$ cat config.mk
export PLATFORM = sky130hd
export DESIGN_NAME = hzu_scoreboard
export DESIGN_NICKNAME = d
export VERILOG_FILES = /design/src/rtl/hzu_scoreboard_pkg.sv /design/src/rtl/hzu_scoreboard_sb_thread.sv /design/src/rtl/hzu_scoreboard.sv
export SDC_FILE = /design/constraint.sdc
export NUM_CORES = 1
export LEC_CHECK = 0
export BUFFER_PORTS_ARGS = -buffer_cell sky130_fd_sc_hd__buf_2
export CORE_MARGIN = 4
export CORE_UTILIZATION = 58
export CTS_CLUSTER_DIAMETER = 120
export CTS_CLUSTER_SIZE = 8
export DETAILED_ROUTE_END_ITERATION = 10
export MAX_ROUTING_LAYER = met4
export PLACE_DENSITY = 0.78
export SLEW_MARGIN = 20
export SYNTH_ARGS = -nofsm -noshare
export SYNTH_HDL_FRONTEND = slang
export SYNTH_SLANG_ARGS = --single-unit
export TNS_END_PERCENT = 5
$ cat constraint.sdc
create_clock -name clk -period 5.2 [get_ports clk]
set_input_delay 1.04 -clock clk [delete_from_list [all_inputs] [get_ports clk]]
set_output_delay 1.04 -clock clk [all_outputs]
set_load 0.02 [all_outputs]
$ cat src/rtl/hzu_scoreboard_pkg.sv
// Common definitions for the scoreboard hazard unit: instruction encoding,
// thread/register identifiers, stall-cause encoding and opcode classifiers
// shared by the top level and the per-thread scoreboard.
package hzu_scoreboard_pkg;

  localparam int THREAD_W = 2;
  localparam int REG_W    = 5;

  typedef logic [THREAD_W-1:0] threadid_t;
  typedef logic [REG_W-1:0]    regid_t;

  typedef enum logic [3:0] {
    OP_NOP = 4'd0,
    OP_ADD = 4'd1,
    OP_SUB = 4'd2,
    OP_MOV = 4'd3,
    OP_MUL = 4'd4,
    OP_LDB = 4'd5,
    OP_LDW = 4'd6,
    OP_STB = 4'd7,
    OP_STW = 4'd8,
    OP_BR  = 4'd9
  } op_t;

  typedef struct packed {
    regid_t dst;
    regid_t src1;
    regid_t src2;
  } rfields_t;

  typedef struct packed {
    rfields_t r;
  } fields_t;

  typedef struct packed {
    op_t     op;
    fields_t fields;
  } instr_t;

  typedef enum logic [1:0] {
    CAUSE_NONE  = 2'd0,
    CAUSE_FETCH = 2'd1,
    CAUSE_RAW   = 2'd2,
    CAUSE_WAW   = 2'd3
  } hzu_cause_t;

  // Stores carry their data in src2; branches compare src1 against src2.
  function automatic logic has_src2(input op_t op);
    return op inside {OP_ADD, OP_SUB, OP_MUL, OP_STB, OP_STW, OP_BR};
  endfunction

  function automatic logic has_dst(input op_t op);
    return op inside {OP_ADD, OP_SUB, OP_MOV, OP_MUL, OP_LDB, OP_LDW};
  endfunction

  function automatic logic is_load(input op_t op);
    return op inside {OP_LDB, OP_LDW};
  endfunction

  function automatic logic is_mul(input op_t op);
    return op == OP_MUL;
  endfunction

  function automatic logic is_alu(input op_t op);
    return op inside {OP_ADD, OP_SUB, OP_MOV};
  endfunction

endpackage

$ cat src/rtl/hzu_scoreboard_sb_thread.sv
// Per-thread scoreboard: one countdown counter and one load-pending bit per
// architectural register, with three combinational busy lookups.
// Ports:
//   clk, rst                 clock, synchronous active-high reset
//   set_alu/set_mul/set_ld   an issuing instr of this thread writes set_reg
//   set_reg                  destination register of the issuing instr
//   wb_valid, wb_reg         load writeback for this thread
//   q_src1/q_src2/q_dst      registers looked up this cycle
//   busy_src1/2, busy_dst    lookup results
module hzu_sb_thread #(
  parameter int NREGS     = 32,
  parameter int ALU_LAT   = 1,
  parameter int MUL_LAT   = 5,
  parameter int WB_BYPASS = 1,
  parameter int CNT_W     = 3
) (
  input  logic                     clk,
  input  logic                     rst,
  input  logic                     set_alu,
  input  logic                     set_mul,
  input  logic                     set_ld,
  input  logic [$clog2(NREGS)-1:0] set_reg,
  input  logic                     wb_valid,
  input  logic [$clog2(NREGS)-1:0] wb_reg,
  input  logic [$clog2(NREGS)-1:0] q_src1,
  input  logic [$clog2(NREGS)-1:0] q_src2,
  input  logic [$clog2(NREGS)-1:0] q_dst,
  output logic                     busy_src1,
  output logic                     busy_src2,
  output logic                     busy_dst
);

  localparam int RW = $clog2(NREGS);

  logic [CNT_W-1:0] cnt [NREGS];
  logic [NREGS-1:0] ld_pend;
  logic [NREGS-1:0] busy_vec;

  // A load completing this cycle can release its dependant in the same cycle
  // when the bypass is enabled.
  always_comb begin
    busy_vec = '0;
    for (int r = 0; r < NREGS; r++) begin
      busy_vec[r] = (cnt[r] != '0) ||
                    (ld_pend[r] && !((WB_BYPASS != 0) && wb_valid && (wb_reg == RW'(r))));
    end
  end

  assign busy_src1 = busy_vec[q_src1];
  assign busy_src2 = busy_vec[q_src2];
  assign busy_dst  = busy_vec[q_dst];

  // Later assignments win: a fresh set overrides the decrement of that entry,
  // and a new load overrides a same-cycle writeback to the same register.
  always_ff @(posedge clk) begin
    if (rst) begin
      for (int r = 0; r < NREGS; r++) cnt[r] <= '0;
      ld_pend <= '0;
    end else begin
      for (int r = 0; r < NREGS; r++) begin
        if (cnt[r] != '0) cnt[r] <= cnt[r] - 1'b1;
      end
      if (set_alu) cnt[set_reg] <= CNT_W'(ALU_LAT - 1);
      if (set_mul) cnt[set_reg] <= CNT_W'(MUL_LAT - 1);
      if (wb_valid) ld_pend[wb_reg] <= 1'b0;
      if (set_ld) ld_pend[set_reg] <= 1'b1;
    end
  end

endmodule

$ cat src/rtl/hzu_scoreboard.sv
// Per-thread register scoreboard hazard unit between decode and issue.
// Decides in zero cycles whether the presented instr issues, tracks in-flight
// writes per (thread, reg), and keeps saturating per-thread stall counters.
// Ports:
//   clk, rst                  clock, synchronous active-high reset
//   in_valid/in_thread/in_instr  presented decoded instr
//   itlb_miss, icache_miss    fetch misses for the presented instr
//   ld_wb_valid/_thread/_reg  load writeback
//   issue                     instr issues this cycle (combinational)
//   stall                     in_valid && !issue
//   stall_cause               0 none, 1 fetch miss, 2 RAW, 3 WAW
//   stall_cnt                 per-thread saturating stalled-cycle counts
module hzu_scoreboard
  import hzu_scoreboard_pkg::*;
#(
  parameter int NTHREADS  = 4,
  parameter int NREGS     = 32,
  parameter int ALU_LAT   = 1,
  parameter int MUL_LAT   = 5,
  parameter int WB_BYPASS = 1,
  parameter int STALLW    = 16
) (
  input  logic                             clk,
  input  logic                             rst,
  input  logic                             in_valid,
  input  threadid_t                        in_thread,
  input  instr_t                           in_instr,
  input  logic                             itlb_miss,
  input  logic                             icache_miss,
  input  logic                             ld_wb_valid,
  input  threadid_t                        ld_wb_thread,
  input  logic [$clog2(NREGS)-1:0]         ld_wb_reg,
  output logic                             issue,
  output logic                             stall,
  output logic [1:0]                       stall_cause,
  output logic [NTHREADS-1:0][STALLW-1:0]  stall_cnt
);

  localparam int RW    = $clog2(NREGS);
  localparam int CNT_W = (MUL_LAT > 1) ? $clog2(MUL_LAT) : 1;

  logic [NTHREADS-1:0] busy_src1;
  logic [NTHREADS-1:0] busy_src2;
  logic [NTHREADS-1:0] busy_dst;
  logic                fetch_miss;
  logic                raw;
  logic                waw;
  logic                wr_dst;
  hzu_cause_t          cause;

  assign wr_dst = issue && has_dst(in_instr.op);

  for (genvar t = 0; t < NTHREADS; t++) begin : g_thread
    logic sel;
    assign sel = (in_thread == threadid_t'(t));

    hzu_sb_thread #(
      .NREGS     (NREGS),
      .ALU_LAT   (ALU_LAT),
      .MUL_LAT   (MUL_LAT),
      .WB_BYPASS (WB_BYPASS),
      .CNT_W     (CNT_W)
    ) u_sb (
      .clk       (clk),
      .rst       (rst),
      .set_alu   (sel && wr_dst && is_alu(in_instr.op)),
      .set_mul   (sel && wr_dst && is_mul(in_instr.op)),
      .set_ld    (sel && wr_dst && is_load(in_instr.op)),
      .set_reg   (in_instr.fields.r.dst[RW-1:0]),
      .wb_valid  (ld_wb_valid && (ld_wb_thread == threadid_t'(t))),
      .wb_reg    (ld_wb_reg),
      .q_src1    (in_instr.fields.r.src1[RW-1:0]),
      .q_src2    (in_instr.fields.r.src2[RW-1:0]),
      .q_dst     (in_instr.fields.r.dst[RW-1:0]),
      .busy_src1 (busy_src1[t]),
      .busy_src2 (busy_src2[t]),
      .busy_dst  (busy_dst[t])
    );
  end

  assign fetch_miss = itlb_miss || icache_miss;
  assign raw = busy_src1[in_thread] || (has_src2(in_instr.op) && busy_src2[in_thread]);
  assign waw = has_dst(in_instr.op) && busy_dst[in_thread];

  assign issue = in_valid && !fetch_miss && !raw && !waw;
  assign stall = in_valid && !issue;

  always_comb begin
    cause = CAUSE_NONE;
    if (stall) begin
      if (fetch_miss) cause = CAUSE_FETCH;
      else if (raw)   cause = CAUSE_RAW;
      else            cause = CAUSE_WAW;
    end
  end

  assign stall_cause = cause;

  always_ff @(posedge clk) begin
    if (rst) begin
      stall_cnt <= '0;
    end else if (stall && (stall_cnt[in_thread] != '1)) begin
      stall_cnt[in_thread] <= stall_cnt[in_thread] + 1'b1;
    end
  end

endmodule

==> out/summary.log <==
[status] outcome finished with violations
[status] violations in the final reports negative setup slack
[finish] layout-stage area growth over the synthesis result 22.2%
[timing] Hold Violations, Final 0
[logic_synthesis] fraction of synthesis flops using an asynchronous set or reset pin 0
[setup_path] ordered list of cells on the worst path buf_6 > or4b_4 > o21ai_2 > nand2_1 > mux4_2 > mux2_4 > a2111oi_4 > and3_4 > a311oi_4 > or2_4 > o21ai_4 > nor3_2 > buf_4
[setup_path] buffer and inverter count on the worst path 2
[clock_tree] clock latency reported for the late side of the worst-skew pair 0.67 ns
[clock_tree] clock buffer count from CTS 81
[finish] fraction of final layout cells sized beyond drive strength 1 0.193
[placement] placed instance count 5432
[drt] total DRC errors in the routed layout 0
[logic_synthesis] count of warnings emitted by yosys 0
[placement] worst slack after detailed placement -0.448 ns
[floorplan] die area 66400 µm²
[timing] Post-Route Skew 0.0456 ns
[logic_synthesis] count of unique library cells instantiated by Yosys 83
[drt] ratio of routed vias to standard cells 6.41
[timing] time the final worst path needs with I/O delays and setup 5.34 ns
[pwr] Final Total Pwr 23300 µW
[setup_path] kind of critical path in2out
[drt] Detailed Route WL 143 mm
[finish] commonest non-fill, non-tap cells in the layout sky130_fd_sc_hd__buf_4, sky130_fd_sc_hd__dfxtp_1, sky130_fd_sc_hd__inv_1
[setup_path] Critical Path Source ld_wb_thread[0]
[pwr] total power divided by cell area 528 nW/µm²
[hold_path] path class of the lowest-slack min-delay path reg2reg
[drt] Routed wire per std cell 25.6 µm
[finish] post-layout net count 4976
[clock_tree] clock-pin slew on the worst setup and hold paths 0.06 ns
[floorplan] starting utilization of the core area 0.586
[logic_synthesis] cell count after synthesis 4243
[setup_path] library cell contributing the largest single delay on the critical path sky130_fd_sc_hd__or4b_4
[drt] number of violations reported at the end of detailed-routing iteration 0 4801
[floorplan] height of the die 258 µm
[setup_path] largest fanout on the critical path 9
[placement] Port Buffers 101
[pwr] worst-case vdd ir drop 0.431 mV
[floorplan] standard-cell row count 91
[setup_path] kind of cell adding the most delay to the critical path simple AND/OR/NAND/NOR gates
[setup_path] startpoint type of the worst setup path input pin
[setup_path] required time at the endpoint of the critical path 4.16 ns
[logic_synthesis] area of the mapped netlist 36200 µm²
[timing] fmax 187 MHz
[setup_path] cell depth of the worst setup path 13
[floorplan] Die W 258 µm
[timing] setup repair after global routing missed its margin yes
[logic_synthesis] Seq/Total Area, Yosys 0.354
[logic_synthesis] Syn Nets 4534
[setup_path] Critical Path AT 4.30 ns
[clock_tree] clock tree from TritonCTS yes
[timing] worst slew slack as a fraction of its limit 0.235
[finish] Post-Layout Cell Count 5585
[clock_tree] TritonCTS sink count 576
[global_route] via count of the first global-routing pass 33.9k
[pwr] static power due to leakage 0.0174 µW
[setup_path] capture point of the critical path stall_cause[1]
[flow_run] max-cap check violation count 0
[global_route] global-route wire length before repair 211 mm
[floorplan] Core ar. 61700 µm²
[drt] first drt pass iteration count 6
[global_route] maximum number of pins on one net before global-route repair 150
[timing] transition time at the pin with the least slew margin 1.15 ns
[setup_path] setup slack on the worst flop-to-flop path 0.45 ns
[drt] Final ANT Viol Nets 0
[floorplan] top-level port count 102
[global_route] antenna violations before repair 1
[timing] period utilisation layout 1.03
[timing] Final WS setup -0.143 ns
[clock_tree] buffer levels on the longest clock path 3
[timing] final count of negative-setup-slack endpoints 4
[logic_synthesis] Synth Register Bits 576
[setup_path] max incr delay on CP 0.64 ns
[placement] placed wire-length estimate after detailed placement 104 mm
[global_route] total overflow reported by the global router 0
[finish] commonest non-fill, non-tap cell in the layout sky130_fd_sc_hd__buf_4
[drt] total number of vias 35.8k
[placement] gp weighted congestion 1.12
[clock_tree] master cell of the clock root buffer sky130_fd_sc_hd__clkbuf_16
[logic_synthesis] mean instance size in the synthesized netlist 8.52 µm²
[logic_synthesis] Most used DFF post-synth sky130_fd_sc_hd__dfxtp_1
[setup_path] type of element capturing the critical path output pin
[logic_synthesis] number of enable-type register cells in the synthesized netlist 128
[setup_path] Crit Reg-Reg Startpoint g_thread[0].u_sb.cnt[9][0]$_SDFFE_PP0P_
[setup_path] number of cells on the worst reg-to-reg path 17
[timing] Slew Limit Fails 0
[setup_path] Reg-to-Reg End g_thread[0].u_sb.cnt[1][2]$_DFFE_PP_
[global_route] total global-route track usage 0.427
[clock_tree] htree depth 3
[sequential cells by signal, summed over array words and instances (netlist names)]
signal,cells
g_thread.u_sb.cnt,384
g_thread.u_sb.ld_pend,128
stall_cnt,64
[Yosys cell counts (19+ instances only)]
cell,number,area share
sky130_fd_sc_hd__mux4_2,35,0.022
sky130_fd_sc_hd__nor2b_1,92,0.016
sky130_fd_sc_hd__nor4_1,22,0.0038
sky130_fd_sc_hd__xnor2_1,137,0.033
sky130_fd_sc_hd__nor2_1,227,0.024
sky130_fd_sc_hd__nand3b_1,70,0.015
sky130_fd_sc_hd__nand3_1,221,0.031
sky130_fd_sc_hd__a31oi_1,92,0.016
sky130_fd_sc_hd__a21oi_1,245,0.034
sky130_fd_sc_hd__mux2i_1,108,0.030
sky130_fd_sc_hd__dfxtp_1,448,0.25
sky130_fd_sc_hd__buf_1,62,0.0064
sky130_fd_sc_hd__and2_1,138,0.024
sky130_fd_sc_hd__o32ai_1,60,0.015
sky130_fd_sc_hd__edfxtp_1,128,0.11
sky130_fd_sc_hd__nor3_1,57,0.0079
sky130_fd_sc_hd__a211oi_1,155,0.032
sky130_fd_sc_hd__ha_1,257,0.089
sky130_fd_sc_hd__nand4bb_1,19,0.0059
sky130_fd_sc_hd__o2bb2ai_1,73,0.018
sky130_fd_sc_hd__o21ai_1,29,0.0040
sky130_fd_sc_hd__buf_2,37,0.0051
sky130_fd_sc_hd__nand2b_1,80,0.014
sky130_fd_sc_hd__and3_1,25,0.0043
sky130_fd_sc_hd__o21ai_0,167,0.023
sky130_fd_sc_hd__o211ai_1,32,0.0066
sky130_fd_sc_hd__nor3b_1,50,0.010
sky130_fd_sc_hd__o31ai_1,39,0.0081
sky130_fd_sc_hd__nand4_1,25,0.0043
sky130_fd_sc_hd__inv_1,343,0.036
sky130_fd_sc_hd__nand2_1,341,0.035
sky130_fd_sc_hd__clkbuf_1,223,0.023
[area by class of cell]
class                   instances  area (µm²)
diodes                          3        7.51
clock buffers                 136        2230
clock inverters                 7         173
fillers                      4598       17500
inverters                     347        1300
multi-input cells            2991       21200
flip-flops and latches        576       12800
well taps                     837        1050
repair buffers                688        5450
[worst min-delay path, cell delays in order, from the launching register on]
cell and delay (ns):
sky130_fd_sc_hd__dfxtp_1 0.31, sky130_fd_sc_hd__o41ai_2 0.05, sky130_fd_sc_hd__a21oi_1 0.05
[kinds of logic after synthesis]
group	count (synthesis)	share of synthesized area
AND/OR/NAND/NOR	1421	0.209
XOR/XNOR	142	0.0344
AO/OA/AOI/OAI	1011	0.184
adder cells (fa/ha/maj)	257	0.0889
multiplexers	160	0.0570
buffers and inverters	676	0.0726
flip-flops	576	0.354
[through the flow]
stage / util / instance area, µm² / TNS [ns] / hold WS, ns
6_report: 0.716 / 44200 / -0.500 / 0.456
5_1_grt: 0.716 / 44200 / -0.540 / 0.490
4_1_cts: 0.711 / 43900 / -0.326 / 0.454
3_5_place_dp: 0.667 / 41200 / -32.93 / 0.461
3_3_place_gp: 0.667 / 41200 / -20.68 / 0.455
2_1_floorplan: - / 36200 / 0 / 0.440
[how the worst min path moves through the flow]
| stage | end | from | cells past startpoint | slack, ns |
|---|---|---|---|---|
| final | g_thread[0].u_sb.ld_pend[9]$_SDFF_PP0_ | g_thread[0].u_sb.ld_pend[9]$_SDFF_PP0_ | 2 | 0.46 |
| after global routing | g_thread[3].u_sb.ld_pend[7]$_SDFF_PP0_ | g_thread[3].u_sb.ld_pend[7]$_SDFF_PP0_ | 2 | 0.49 |
| after CTS | g_thread[0].u_sb.ld_pend[9]$_SDFF_PP0_ | g_thread[0].u_sb.ld_pend[9]$_SDFF_PP0_ | 2 | 0.45 |
| after detailed placement | g_thread[0].u_sb.ld_pend[9]$_SDFF_PP0_ | g_thread[0].u_sb.ld_pend[9]$_SDFF_PP0_ | 2 | 0.46 |
| after global placement | g_thread[3].u_sb.ld_pend[7]$_SDFF_PP0_ | g_thread[3].u_sb.ld_pend[7]$_SDFF_PP0_ | 2 | 0.45 |
| after floorplan | g_thread[0].u_sb.ld_pend[18]$_SDFF_PP0_ | g_thread[0].u_sb.ld_pend[18]$_SDFF_PP0_ | 2 | 0.44 |
[power breakdown]
group          internal, µW  switching [µW]
combinational          4880            6640
clock                  2940            2140
sequential             6120             628
total                 13900            9410
[metal layers]
metal  vias up  track usage  share of wire
li1      16000            -              -
met1     17100        0.565           0.40
met2      2115        0.630           0.43
met3       496        0.101           0.12
met4         0        0.180          0.051
met5         -            -              0
[what timing repair did]
| item | in CTS | in global routing |
|---|---|---|
| hold buffers | 0 | 0 |
| setup buffers | 6 | 3 |
| setup endpoints to repair | 4 | 4 |
| gates resized for setup | 67 | 73 |
| pin swaps | 21 | 33 |
No activity file was read; power rests on OpenSTA's default activity.
